File: config.mk
export PLATFORM = sky130hd
export DESIGN_NAME = pong_game_ctrl_flat
export DESIGN_NICKNAME = d
export VERILOG_FILES = /design/src/rtl/pong_game_ctrl_if.sv /design/src/rtl/pong_game_ctrl.sv /design/src/flat_wrapper.sv
export SDC_FILE = /design/constraint.sdc
export NUM_CORES = 1
export LEC_CHECK = 0
export CAP_MARGIN = 20
export CORE_UTILIZATION = 30
export DETAILED_ROUTE_END_ITERATION = 10
export HOLD_SLACK_MARGIN = 0.12
export SLEW_MARGIN = 20
export SYNTH_ARGS = -nofsm -noshare
export SYNTH_HDL_FRONTEND = slang
export SYNTH_SLANG_ARGS = --single-unit
File: constraint.sdc
create_clock -name clk -period 1.95 [get_ports clk]
set_input_delay 0.2925 -clock clk [delete_from_list [all_inputs] [get_ports clk]]
set_output_delay 0.2925 -clock clk [all_outputs]
set_load 0.01 [all_outputs]
File: src/rtl/pong_game_ctrl_if.sv
// Pong controller I/O bundle: button/frame/ball-event inputs and game status outputs.
// master drives the inputs (graphics datapath / test), slave is the controller.
interface pong_game_ctrl_if;
  logic [3:0] btn;
  logic       frame_tick;
  logic       l_hit;
  logic       l_mis;
  logic       r_hit;
  logic       r_mis;
  logic       gra_still;
  logic [3:0] l_score;
  logic [3:0] r_score;
  logic [7:0] rally;
  logic       game_over;
  logic       winner;
  logic [1:0] state;

  modport master (
    output btn, frame_tick, l_hit, l_mis, r_hit, r_mis,
    input  gra_still, l_score, r_score, rally, game_over, winner, state
  );

  modport slave (
    input  btn, frame_tick, l_hit, l_mis, r_hit, r_mis,
    output gra_still, l_score, r_score, rally, game_over, winner, state
  );
endinterface

File: src/rtl/pong_game_ctrl.sv
// Pong game FSM: scoring, rally count, serve hold timer; all outputs registered, one-cycle updates.
// Define PONG_AUTOSERVE_EN to serve automatically when the hold timer expires (default: wait for press).
module pong_game_ctrl #(
  parameter int WIN_SCORE    = 7,
  parameter int SERVE_FRAMES = 120
) (
  input logic             clk,
  input logic             reset,
  pong_game_ctrl_if.slave io
);

  typedef enum logic [1:0] {
    S_NEWGAME = 2'b00,
    S_PLAY    = 2'b01,
    S_NEWBALL = 2'b10,
    S_OVER    = 2'b11
  } state_t;

  state_t     st;
  logic [3:0] btn_q;
  logic [7:0] timer;
  logic [3:0] l_score;
  logic [3:0] r_score;
  logic [7:0] rally;
  logic       gra_still;
  logic       game_over;
  logic       winner;

  logic       press;
  logic [3:0] l_next;
  logic [3:0] r_next;
  logic [7:0] timer_nxt;

  assign press     = |(io.btn & ~btn_q);
  assign l_next    = l_score + 4'd1;
  assign r_next    = r_score + 4'd1;
  // Hold timer counts frames down and parks at zero.
  assign timer_nxt = (io.frame_tick && timer != 8'd0) ? timer - 8'd1 : timer;

  always_ff @(posedge clk or negedge reset) begin
    if (!reset) begin
      st        <= S_NEWGAME;
      btn_q     <= 4'd0;
      timer     <= 8'd0;
      l_score   <= 4'd0;
      r_score   <= 4'd0;
      rally     <= 8'd0;
      gra_still <= 1'b1;
      game_over <= 1'b0;
      winner    <= 1'b0;
    end else begin
      btn_q <= io.btn;
      case (st)
        S_NEWGAME: begin
          if (press) begin
            st        <= S_PLAY;
            gra_still <= 1'b0;
          end
        end
        S_PLAY: begin
          // A left miss wins over a simultaneous right miss; any miss masks hits.
          if (io.l_mis) begin
            r_score   <= r_next;
            rally     <= 8'd0;
            timer     <= 8'(SERVE_FRAMES);
            gra_still <= 1'b1;
            if (r_next == 4'(WIN_SCORE)) begin
              st        <= S_OVER;
              game_over <= 1'b1;
              winner    <= 1'b1;
            end else begin
              st <= S_NEWBALL;
            end
          end else if (io.r_mis) begin
            l_score   <= l_next;
            rally     <= 8'd0;
            timer     <= 8'(SERVE_FRAMES);
            gra_still <= 1'b1;
            if (l_next == 4'(WIN_SCORE)) begin
              st        <= S_OVER;
              game_over <= 1'b1;
              winner    <= 1'b0;
            end else begin
              st <= S_NEWBALL;
            end
          end else if ((io.l_hit || io.r_hit) && rally != 8'hFF) begin
            rally <= rally + 8'd1;
          end
        end
        S_NEWBALL: begin
          timer <= timer_nxt;
`ifdef PONG_AUTOSERVE_EN
          if (timer_nxt == 8'd0) begin
            st        <= S_PLAY;
            gra_still <= 1'b0;
          end
`else
          if (press && timer == 8'd0) begin
            st        <= S_PLAY;
            gra_still <= 1'b0;
          end
`endif
        end
        S_OVER: begin
          timer <= timer_nxt;
          if (press && timer == 8'd0) begin
            st        <= S_NEWGAME;
            game_over <= 1'b0;
            l_score   <= 4'd0;
            r_score   <= 4'd0;
          end
        end
        default: st <= S_NEWGAME;
      endcase
    end
  end

  assign io.state     = st;
  assign io.gra_still = gra_still;
  assign io.l_score   = l_score;
  assign io.r_score   = r_score;
  assign io.rally     = rally;
  assign io.game_over = game_over;
  assign io.winner    = winner;

endmodule

File: src/flat_wrapper.sv
// flat-port wrapper written by rule: the top's interface ports become plain ports
module pong_game_ctrl_flat 
#(
  parameter int WIN_SCORE    = 7,
  parameter int SERVE_FRAMES = 120
)
  (clk, reset, io_btn, io_frame_tick, io_l_hit, io_l_mis, io_r_hit, io_r_mis, io_gra_still, io_l_score, io_r_score, io_rally, io_game_over, io_winner, io_state);
  pong_game_ctrl_if io_i ();
  input logic clk;
  input logic reset;
  input wire logic [$bits(io_i.btn)-1:0] io_btn;
  input wire logic [$bits(io_i.frame_tick)-1:0] io_frame_tick;
  input wire logic [$bits(io_i.l_hit)-1:0] io_l_hit;
  input wire logic [$bits(io_i.l_mis)-1:0] io_l_mis;
  input wire logic [$bits(io_i.r_hit)-1:0] io_r_hit;
  input wire logic [$bits(io_i.r_mis)-1:0] io_r_mis;
  output wire logic [$bits(io_i.gra_still)-1:0] io_gra_still;
  output wire logic [$bits(io_i.l_score)-1:0] io_l_score;
  output wire logic [$bits(io_i.r_score)-1:0] io_r_score;
  output wire logic [$bits(io_i.rally)-1:0] io_rally;
  output wire logic [$bits(io_i.game_over)-1:0] io_game_over;
  output wire logic [$bits(io_i.winner)-1:0] io_winner;
  output wire logic [$bits(io_i.state)-1:0] io_state;
  assign io_i.btn = io_btn;
  assign io_i.frame_tick = io_frame_tick;
  assign io_i.l_hit = io_l_hit;
  assign io_i.l_mis = io_l_mis;
  assign io_i.r_hit = io_r_hit;
  assign io_i.r_mis = io_r_mis;
  assign io_gra_still = io_i.gra_still;
  assign io_l_score = io_i.l_score;
  assign io_r_score = io_i.r_score;
  assign io_rally = io_i.rally;
  assign io_game_over = io_i.game_over;
  assign io_winner = io_i.winner;
  assign io_state = io_i.state;
  pong_game_ctrl #(.WIN_SCORE(WIN_SCORE), .SERVE_FRAMES(SERVE_FRAMES)) u_core (.clk(clk), .reset(reset), .io(io_i));
endmodule
==> flow_metrics.py <==
metrics = {
    "sta": {
        "final.setup_skew_ps": 6.029,
        "finalCritPeriodShare_pct": 95.56,
        "tightest_slew_ps": 487.4,
        "slew_headroom_pct": 67.51,
        "hold_viol_final": 0,
        "setup_violations": 0,
        "tns_ps": 0,
        "fin_crit_ps": 1863,
        "timing.fmax_ghz": 0.5367,
        "fin_hold_ws_ps": 408.6,
        "drv_slew": 0,
    },
    "cts": {
        "cts_root_buffer": "clkbuf_8",
        "clock-sinks": 33,
        "clk_latency_ps": 280,
        "htreeDepth": 2,
        "cts_tree": "yes",
        "cts_buffer_depth": 2,
        "clk_pin_slew_ps": 70,
        "postCtsSetupRepairBufs": 0,
        "cts_buffers": 5,
    },
    "placed_design": {
        "placement.io_buffers": 31,
        "placed_cells": 311,
        "place_congestion": 0.8266,
        "placed_cell_area_um2": 2355,
        "hpwlAfterDp_um": 2960,
    },
    "logic_synthesis": {
        "synth_edf_count": 0,
        "netlist_top_cells_area": "dfrtp_1 (44%), ha_1 (4.8%), o21ai_0 (4.7%)",
        "syn_nets": 208,
        "syn_area_um2": 1827,
        "yosysTopAreaCellShare_pct": 43.84,
        "syn_inst": 190,
        "yosys_warnings": 0,
        "async_flop_share_pct": 100.0,
        "yosysUniqueCellTypes": 46,
        "synth_area_leader_cell": "dfrtp_1",
        "postSynthAreaPerCell_um2": 9.614,
        "synth-seq-area-share_pct": 45.27,
        "synth-seq-cells": 33,
        "synth_flop_cell": "dfrtp_1",
    },
    "worst_setup_path": {
        "cp-end-kind": "output pin",
        "slowest_stage": "dfrtp_1",
        "critical-path-top-delay-family": "flip-flops",
        "criticalPathCategory": "flop to output pin",
        "crit_chain": "clkdlybuf4s50_1",
        "cp_max_fo": 15,
        "required_ps": 1660,
        "cp.buffers_inverters": 1,
        "critPathLaunchType": "flop",
        "cpPeakStageDelay_ps": 650,
        "arrival_ps": 1570,
    },
    "layout": {
        "drive_above_1_share_pct": 16.39,
        "mostFrequentLayoutCell": "dfrtp_1",
        "layout.nets": 261,
        "final_cells": 319,
        "fin_util_pct": 41.82,
        "antenna_cells": 0,
        "design_area_um2": 2461,
        "layout_common_cells": "dfrtp_1 (32), clkdlybuf4s50_1 (31), nand2_1 (22), buf_4 (20), o21ai_0 (17)",
        "areaGrowthSynthToFinish_pct": 34.73,
    },
    "route": {
        "wirelength_um": 3940,
        "post_drt_via_cell_ratio": 4.903,
        "antenna_left": 0,
        "drtIter0Drc": 38,
        "dr.pass1.iters": 4,
        "detail_route.wl_per_cell_um": 12.35,
        "drc": 0,
        "vias": 1564,
    },
    "power": {
        "power.share.clock_pct": 19.7,
        "power.switching_w": 0.001053,
        "power_density_nw_per_um2": 1174,
        "intPower_w": 0.001836,
        "total_leakage_power_nw": 1.054,
        "p_comb_share_pct": 40.3,
        "max-vdd-ir-drop_mv": 0.6651,
        "power_frac_seq_pct": 40.1,
        "p_sw_share_pct": 36.46,
    },
    "floorplan": {
        "die_area_um2": 6406,
        "die_w_um": 80.04,
        "dieHeight_um": 80.04,
        "start_util_pct": 31.04,
        "rows": 28,
        "io_pins": 32,
        "core-area_um2": 5886,
    },
    "run_status": {
        "status": "finished, final reports clean",
    },
    "grt": {
        "grt_first_pass_wirelength_um": 7100,
        "grt_max_degree": 34,
        "grt-ovfl-total": 0,
        "antenna_found_initial": 0,
        "grt_usage_pct": 14.36,
        "grt_pass1_vias": 1534,
    },
    "job": {
        "max-cap-violations": 0,
    },
    "hold_path": {
        "hold_path_class": "input port to asynchronous set/reset pin",
    },
}
-- logic make-up after synthesis --
| family | Yosys count | synth area share (%) |
|---|---|---|
| and+or+nand+nor | 76 | 22.19 |
| AOI/OAI and AO/OA | 52 | 20.41 |
| DFF | 33 | 45.27 |
| buffers and inverters | 14 | 3.287 |
| adders and majority gates | 7 | 4.794 |
| xor gates and xnor gates | 6 | 2.877 |
| muxes | 2 | 1.164 |
-- per-stage QoR --
stage	power [W]	worst slack, ps
2_1_floorplan	0.001774	47.49
3_3_place_gp	0.002325	-2.186
3_5_place_dp	0.002337	-18.95
4_1_cts	0.002923	25.63
5_1_grt	0.003140	-23.57
6_report	0.002889	86.64
-- state kept, by name, summed over array words and instances (netlist names) --
register and count:
u_core.io.rally 8, u_core.io.l_score 4, u_core.io.r_score 4, u_core.io.winner 1, u_core.io.gra_still 1, u_core.btn_q 4
u_core.io.state 2, u_core.io.game_over 1, u_core.timer 8
-- metal layers --
layer / vias to the layer above / global-route usage [%] / routed length, um
li1: 794 / - / -
met1: 737 / 18.39 / 1904
met2: 28 / 23.76 / 1866
met3: 5 / 2.400 / 107
met4: 0 / 6.071 / 61
met5: - / 0 / 0
-- cell type report --
type	instances	area (um^2)
clock buffer	7	96.34
multi-input combinational	143	944.7
clock inverter	1	5.005
timing repair buffer	51	460.4
inverter	9	33.78
tap	75	93.84
fill	584	3425
sequential	33	827.0
-- Yosys cell counts (all sizes together), types with 2 or more instances --
master and number:
buf 2, ha 7, or2 2, a21o 3, nor3b 3, or3 2
o211ai 2, nand2 23, nor2 14, inv 9, nand3 8, clkbuf 3
nor3 3, o31ai 3, o21ai 17, a21oi 11, a32o 2, a31oi 5
and3 2, xor2 6, nand3b 2, nand4 5, dfrtp 32, nor2b 7
-- worst paths after layout --
path | from | to | slack [ps] | cells after the start
max in group asynchronous | reset | u_core.io.gra_still | 1210 | 2
worst max register to register | u_core.timer[1] | u_core.io.l_score[1] | 90 | 8
worst min register to register | u_core.io.gra_still | u_core.io.gra_still | 500 | 2
worst min-delay path | reset | u_core.io.l_score[3] | 410 | 2
worst max-delay path | u_core.io.state[1] | io_state[1] | 90 | 1
min in group clk | io_btn[2] | u_core.btn_q[2] | 470 | 1
-- power by group through the flow --
stage | registers, W | clock network [W] | logic, W
CTS | 0.00116 | 0.000593 | 0.00117
floorplan | 0.00116 | 0 | 0.000618
finish | 0.00116 | 0.000568 | 0.00116
global placement | 0.00117 | 0 | 0.00116
detailed placement | 0.00117 | 0 | 0.00117
global route | 0.00121 | 0.000619 | 0.00132
-- what timing repair did --
action	CTS	global route
endpoints found under the setup margin	0	5
gates resized for setup	0	2
hold buffers	0	0
Power figures use the tool's default switching activity.
